<file path="src/rtl/fermat_modmul_pipe.sv">
// fermat_modmul_pipe: three-stage streaming modular multiplier, modulo the
// Fermat prime PRIME = 2**M+1.
//   S1 registers the operands, S2 the double-width product and S3 the
//   reduced result. Reduction folds the product as lo - hi and adds PRIME
//   once if the difference is negative.
// Ports:
//   clk, rst_n         clock, asynchronous active-low reset
//   in_valid/in_ready  operand handshake (in_ready is combinational)
//   a, b               operands, canonical residues 0..PRIME-1
//   out_valid/out_ready result handshake
//   result             (a*b) mod PRIME
//   busy               any stage holds valid data
//   range_err          sticky out-of-range operand flag (only with
//                      FERMAT_MODMUL_RANGE_CHECK_EN defined)
// Optional feature macro: FERMAT_MODMUL_RANGE_CHECK_EN
module fermat_modmul_pipe #(
  parameter int unsigned WIDTH = 18,
  parameter int unsigned M     = 16
) (
  input  logic             clk,
  input  logic             rst_n,
  input  logic             in_valid,
  output logic             in_ready,
  input  logic [WIDTH-1:0] a,
  input  logic [WIDTH-1:0] b,
  output logic             out_valid,
  input  logic             out_ready,
  output logic [WIDTH-1:0] result,
`ifdef FERMAT_MODMUL_RANGE_CHECK_EN
  output logic             range_err,
`endif
  output logic             busy
);

  localparam int unsigned PRIME = (32'd1 << M) + 32'd1;
  localparam int unsigned PW    = 2 * M + 1;  // product width, max 2**(2M)
  localparam int unsigned TW    = M + 2;      // signed fold width

  logic             en_c;
  logic             s1_valid;
  logic [WIDTH-1:0] s1_a;
  logic [WIDTH-1:0] s1_b;
  logic             s2_valid;
  logic [PW-1:0]    s2_p;
  logic [PW-1:0]    prod_c;
  logic [M-1:0]     lo_c;
  logic [M:0]       hi_c;
  logic [TW-1:0]    diff_c;
  logic [TW-1:0]    red_c;
  logic [WIDTH-1:0] res_next_c;

  // Whole pipe advances together whenever the output slot is free or draining.
  assign en_c     = !out_valid || out_ready;
  assign in_ready = en_c;
  assign busy     = s1_valid | s2_valid | out_valid;

  // S1: operand register
  always_ff @(posedge clk or negedge rst_n) begin
    if (!rst_n) begin
      s1_valid <= 1'b0;
      s1_a     <= '0;
      s1_b     <= '0;
    end else if (en_c) begin
      s1_valid <= in_valid;
      s1_a     <= a;
      s1_b     <= b;
    end
  end

  assign prod_c = PW'(s1_a) * PW'(s1_b);

  // S2: product register
  always_ff @(posedge clk or negedge rst_n) begin
    if (!rst_n) begin
      s2_valid <= 1'b0;
      s2_p     <= '0;
    end else if (en_c) begin
      s2_valid <= s1_valid;
      s2_p     <= prod_c;
    end
  end

  // 2**M == -1 mod PRIME, so P = hi*2**M + lo folds to lo - hi.
  always_comb begin
    lo_c   = s2_p[M-1:0];
    hi_c   = s2_p[PW-1:M];
    diff_c = TW'(lo_c) - TW'(hi_c);
    red_c  = diff_c[TW-1] ? (diff_c + TW'(PRIME)) : diff_c;
  end

`ifdef FERMAT_MODMUL_RANGE_CHECK_EN
  logic bad_c;
  logic s1_bad;
  logic s2_bad;

  assign bad_c = (a >= WIDTH'(PRIME)) || (b >= WIDTH'(PRIME));

  // Out-of-range tag travels with its op so only that result is zeroed.
  always_ff @(posedge clk or negedge rst_n) begin
    if (!rst_n) begin
      s1_bad    <= 1'b0;
      s2_bad    <= 1'b0;
      range_err <= 1'b0;
    end else begin
      if (en_c) begin
        s1_bad <= in_valid && bad_c;
        s2_bad <= s1_bad;
      end
      if (in_valid && en_c && bad_c) begin
        range_err <= 1'b1;
      end
    end
  end

  assign res_next_c = s2_bad ? '0 : WIDTH'(red_c);
`else
  assign res_next_c = WIDTH'(red_c);
`endif

  // S3: output register; result only loads with a valid op.
  always_ff @(posedge clk or negedge rst_n) begin
    if (!rst_n) begin
      out_valid <= 1'b0;
      result    <= '0;
    end else if (en_c) begin
      out_valid <= s2_valid;
      if (s2_valid) begin
        result <= res_next_c;
      end
    end
  end

endmodule

</file>
<file path="config.mk">
export PLATFORM = sky130hd
export DESIGN_NAME = fermat_modmul_pipe
export DESIGN_NICKNAME = d
export VERILOG_FILES = /design/src/rtl/fermat_modmul_pipe.sv
export SDC_FILE = /design/constraint.sdc
export NUM_CORES = 1
export LEC_CHECK = 0
export BUFFER_PORTS_ARGS = -buffer_cell sky130_fd_sc_hd__clkbuf_2
export CAP_MARGIN = 15
export CELL_PAD_IN_SITES_DETAIL_PLACEMENT = 0
export CELL_PAD_IN_SITES_GLOBAL_PLACEMENT = 2
export CORE_MARGIN = 3
export CORE_UTILIZATION = 44
export CTS_CLUSTER_DIAMETER = 30
export DETAILED_ROUTE_END_ITERATION = 6
export PLACE_DENSITY_LB_ADDON = 0.1
export REMOVE_ABC_BUFFERS = 1
export SYNTH_ARGS = -nofsm -noshare
export SYNTH_HDL_FRONTEND = slang
export SYNTH_SLANG_ARGS = --single-unit
export TNS_END_PERCENT = 1
</file>
<file path="constraint.sdc">
create_clock -name clk -period 9.7 [get_ports clk]
set_input_delay 1.94 -clock clk [delete_from_list [all_inputs] [get_ports clk]]
set_output_delay 1.94 -clock clk [all_outputs]
set_load 0.005 [all_outputs]
</file>
==> results.json <==
{
  "setup_violations": 0,
  "antenna_violating_nets_post_route": 0,
  "tightest_slew_ps": 1050,
  "synth_area_leaders": "fa_1 (34%), dfrtp_1 (15%), ha_1 (9.2%)",
  "fin_ws_ps": 2740,
  "cpMostUsedCell": "fa_1",
  "status": "finished clean",
  "grt_pass1_wl_mm": 63.4,
  "synth.distinct_cells": 70,
  "rsz0062_at_grt": "no",
  "yosysTopAreaCellShare_pct": 34.2,
  "async_flop_share_pct": 100,
  "cp-start-kind": "register",
  "grt_max_degree": 81,
  "hold_violations": 0,
  "ys_ff_latch": 90,
  "cp_max_fo": 19,
  "drive_gt1_share_pct": 6.23,
  "num_rows": 66,
  "clock-skew-final_ps": 16.3,
  "coreArea_mm2": 0.0329,
  "yosysTopAreaCell": "fa_1",
  "end_kind": "register",
  "syn_inst": 1735,
  "grt_overflow": 0,
  "path_class": "reg2reg",
  "wl_met2_mm": 18.3,
  "avgSynthCellArea_um2": 8.61,
  "antenna_cells": 0,
  "via_per_inst": 5.05,
  "firstDrtPassIters": 5,
  "timing.slew.headroom_pct": 30.2,
  "wire_per_inst_um": 17.8,
  "cts_tree": "yes",
  "die_area_mm2": 0.0362,
  "final_cells": 2175,
  "crit_path_max_incr_delay_ps": 1030,
  "finalCriticalPeriod_ps": 6960,
  "initial_core_util_pct": 45.3,
  "slowest_stage": "dfrtp_1",
  "routabilityCongestion": 0.837,
  "preCtsSetupSlack_ps": 2650,
  "dieHeight_um": 190,
  "maxCapViolCount": 0,
  "cts_resized": 0,
  "fin_crit_sh_pct": 71.7,
  "synth.cell_area_mm2": 0.0149,
  "critPathBufInv": 3,
  "clkLatencyLatePin_ps": 360,
  "detailed_place_hpwl_mm": 30.0,
  "portBuffers": 60,
  "postCtsSetupBuffers": 0,
  "grt_pass1_vias": 11400,
  "fmax_mhz": 144,
  "hold_path_class": "reg2reg",
  "place_inst": 2159,
  "clk_path_buf_depth": 2,
  "dr_wl_met3_mm": 1.68,
  "final.setup.tns_ps": 0,
  "grt_antenna_before_repair": 1,
  "vias": 11000,
  "drtIter0Drc": 638,
  "synth-edff-count": 0,
  "nets": 2133,
  "yosysWarningCount": 0,
  "die_w_um": 190,
  "cp_top_family": "adder cells",
  "wl_mm": 38.7,
  "cts_buffers": 9,
  "area_growth_pct": 6.01,
  "postLayoutCoreUtil_pct": 48.0,
  "top_layer_used": "met4",
  "root_buffer": "clkbuf_16",
  "io_pins": 61,
  "cts.sinks": 90,
  "drc_errors": 0,
  "required_ps": 9890,
  "multi_input_area_mm2": 0.0111,
  "ctsHtreeMaxLevel": 3,
  "yosys_most_used_dff": "dfrtp_1",
  "postCtsHoldBufs": 0,
  "crit_chain": "nand2_1 -> fa_1 -> fa_1 -> inv_1 -> fa_1 -> fa_1 -> fa_1 -> inv_1 -> fa_1 -> inv_1 -> ha_1 -> a21o_1 -> a21o_1 -> a221o_1 -> o41ai_1 -> o21ai_0 -> xnor2_1 -> o21ai_0",
  "cts.clk_slew.worst_paths_ps": 70,
  "worstPathArrival_ps": 7150,
  "yosysSeqAreaShare_pct": 15.1,
  "seqCellArea_mm2": 0.00225,
  "grt_usage_pct": 22.5,
  "yosys.cell_count.top_type": "nand2_1",
  "nFillCells": 3310,
  "slew_viol_final": 0,
  "drt-met1-wl_mm": 18.4,
  "synth_commonest_cells": "nand2_1 (359), inv_1 (345), fa_1 (255)"
}
-- worst paths after layout --
kind,slack (ps),endpoint,cells after the start,start
setup / recovery,2740,s2_p[32]$_DFFE_PN0N_,18,s1_b[3]$_DFFE_PN0N_
hold / removal,480,result[12]$_DFFE_PN0P_,2,result[12]$_DFFE_PN0P_
setup reg to reg,2740,s2_p[32]$_DFFE_PN0N_,18,s1_b[3]$_DFFE_PN0N_
hold reg to reg,480,result[12]$_DFFE_PN0P_,2,result[12]$_DFFE_PN0P_
max in group asynchronous,7050,s1_a[6]$_DFFE_PN0N_,2,rst_n
min in group asynchronous,1570,result[10]$_DFFE_PN0P_,1,rst_n
-- cell usage in the layout, fill, tap and decap left out, drive strengths merged, types with 13 or more instances in the layout --
master,instances
xnor2,26
inv,349
a21oi,39
nand2,359
nor3,13
dfrtp,90
and2,149
fa,255
a21o,20
nor2,37
o21ai,35
xor2,20
clkbuf,68
nand3,15
ha,110
-- cells by family (layout without fill, tap and decap cells) --
logic type | Yosys count | in the layout | share of synthesized area (%)
XOR/XNOR | 46 | 46 | 2.75
adder cells (fa/ha/maj) | 365 | 365 | 43.4
flip-flops | 90 | 90 | 15.1
AND/OR/NAND/NOR | 638 | 638 | 20.5
buffers and inverters | 433 | 431 | 10.9
multiplexers | 3 | 3 | 0.235
AO/OA/AOI/OAI | 160 | 160 | 7.16
-- area by class of cell --
| cell class | instances | share of cell area [%] |
|---|---|---|
| repair buffers | 70 | 2.39 |
| inverters | 345 | 8.18 |
| clock inverters | 7 | 0.427 |
| clock buffers | 9 | 1.42 |
| flip-flops and latches | 90 | 14.2 |
| well taps | 442 | 3.49 |
| multi-input cells | 1212 | 69.9 |
-- flip-flops by register name, indices dropped and copies added, names as in the netlist --
signal	flops
s1_valid	1
result	18
s2_p	33
s1_b	18
s2_valid	1
s1_a	18
out_valid	1
-- worst register-to-register path: stages (launching register included) --
cell and delay, ps:
dfrtp_1 1030, nand2_1 210, fa_1 560, fa_1 540
inv_1 50, fa_1 490, fa_1 510, fa_1 520
inv_1 60, fa_1 470, inv_1 40, ha_1 350
a21o_1 200, a21o_1 170, a221o_1 340, o41ai_1 730
o21ai_0 240, xnor2_1 180, o21ai_0 90
-- metrics by stage --
stage | hold WS (ps) | area [um2]
global placement | 459 | 15500
detailed placement | 463 | 15500
CTS | 481 | 15800
finish | 480 | 15800
global route | 500 | 15800
floorplan | 445 | 14600
-- metal layers --
layer / GRT usage [%] / vias to the layer above
li1: - / 5233
met4: 3.30 / 0
met1: 32.5 / 5531
met5: 0 / -
met3: 3.18 / 18
met2: 37.0 / 212
Power is not shown: default switching activity piles up to over one toggle a cycle in this logic, so the estimate is an artifact.
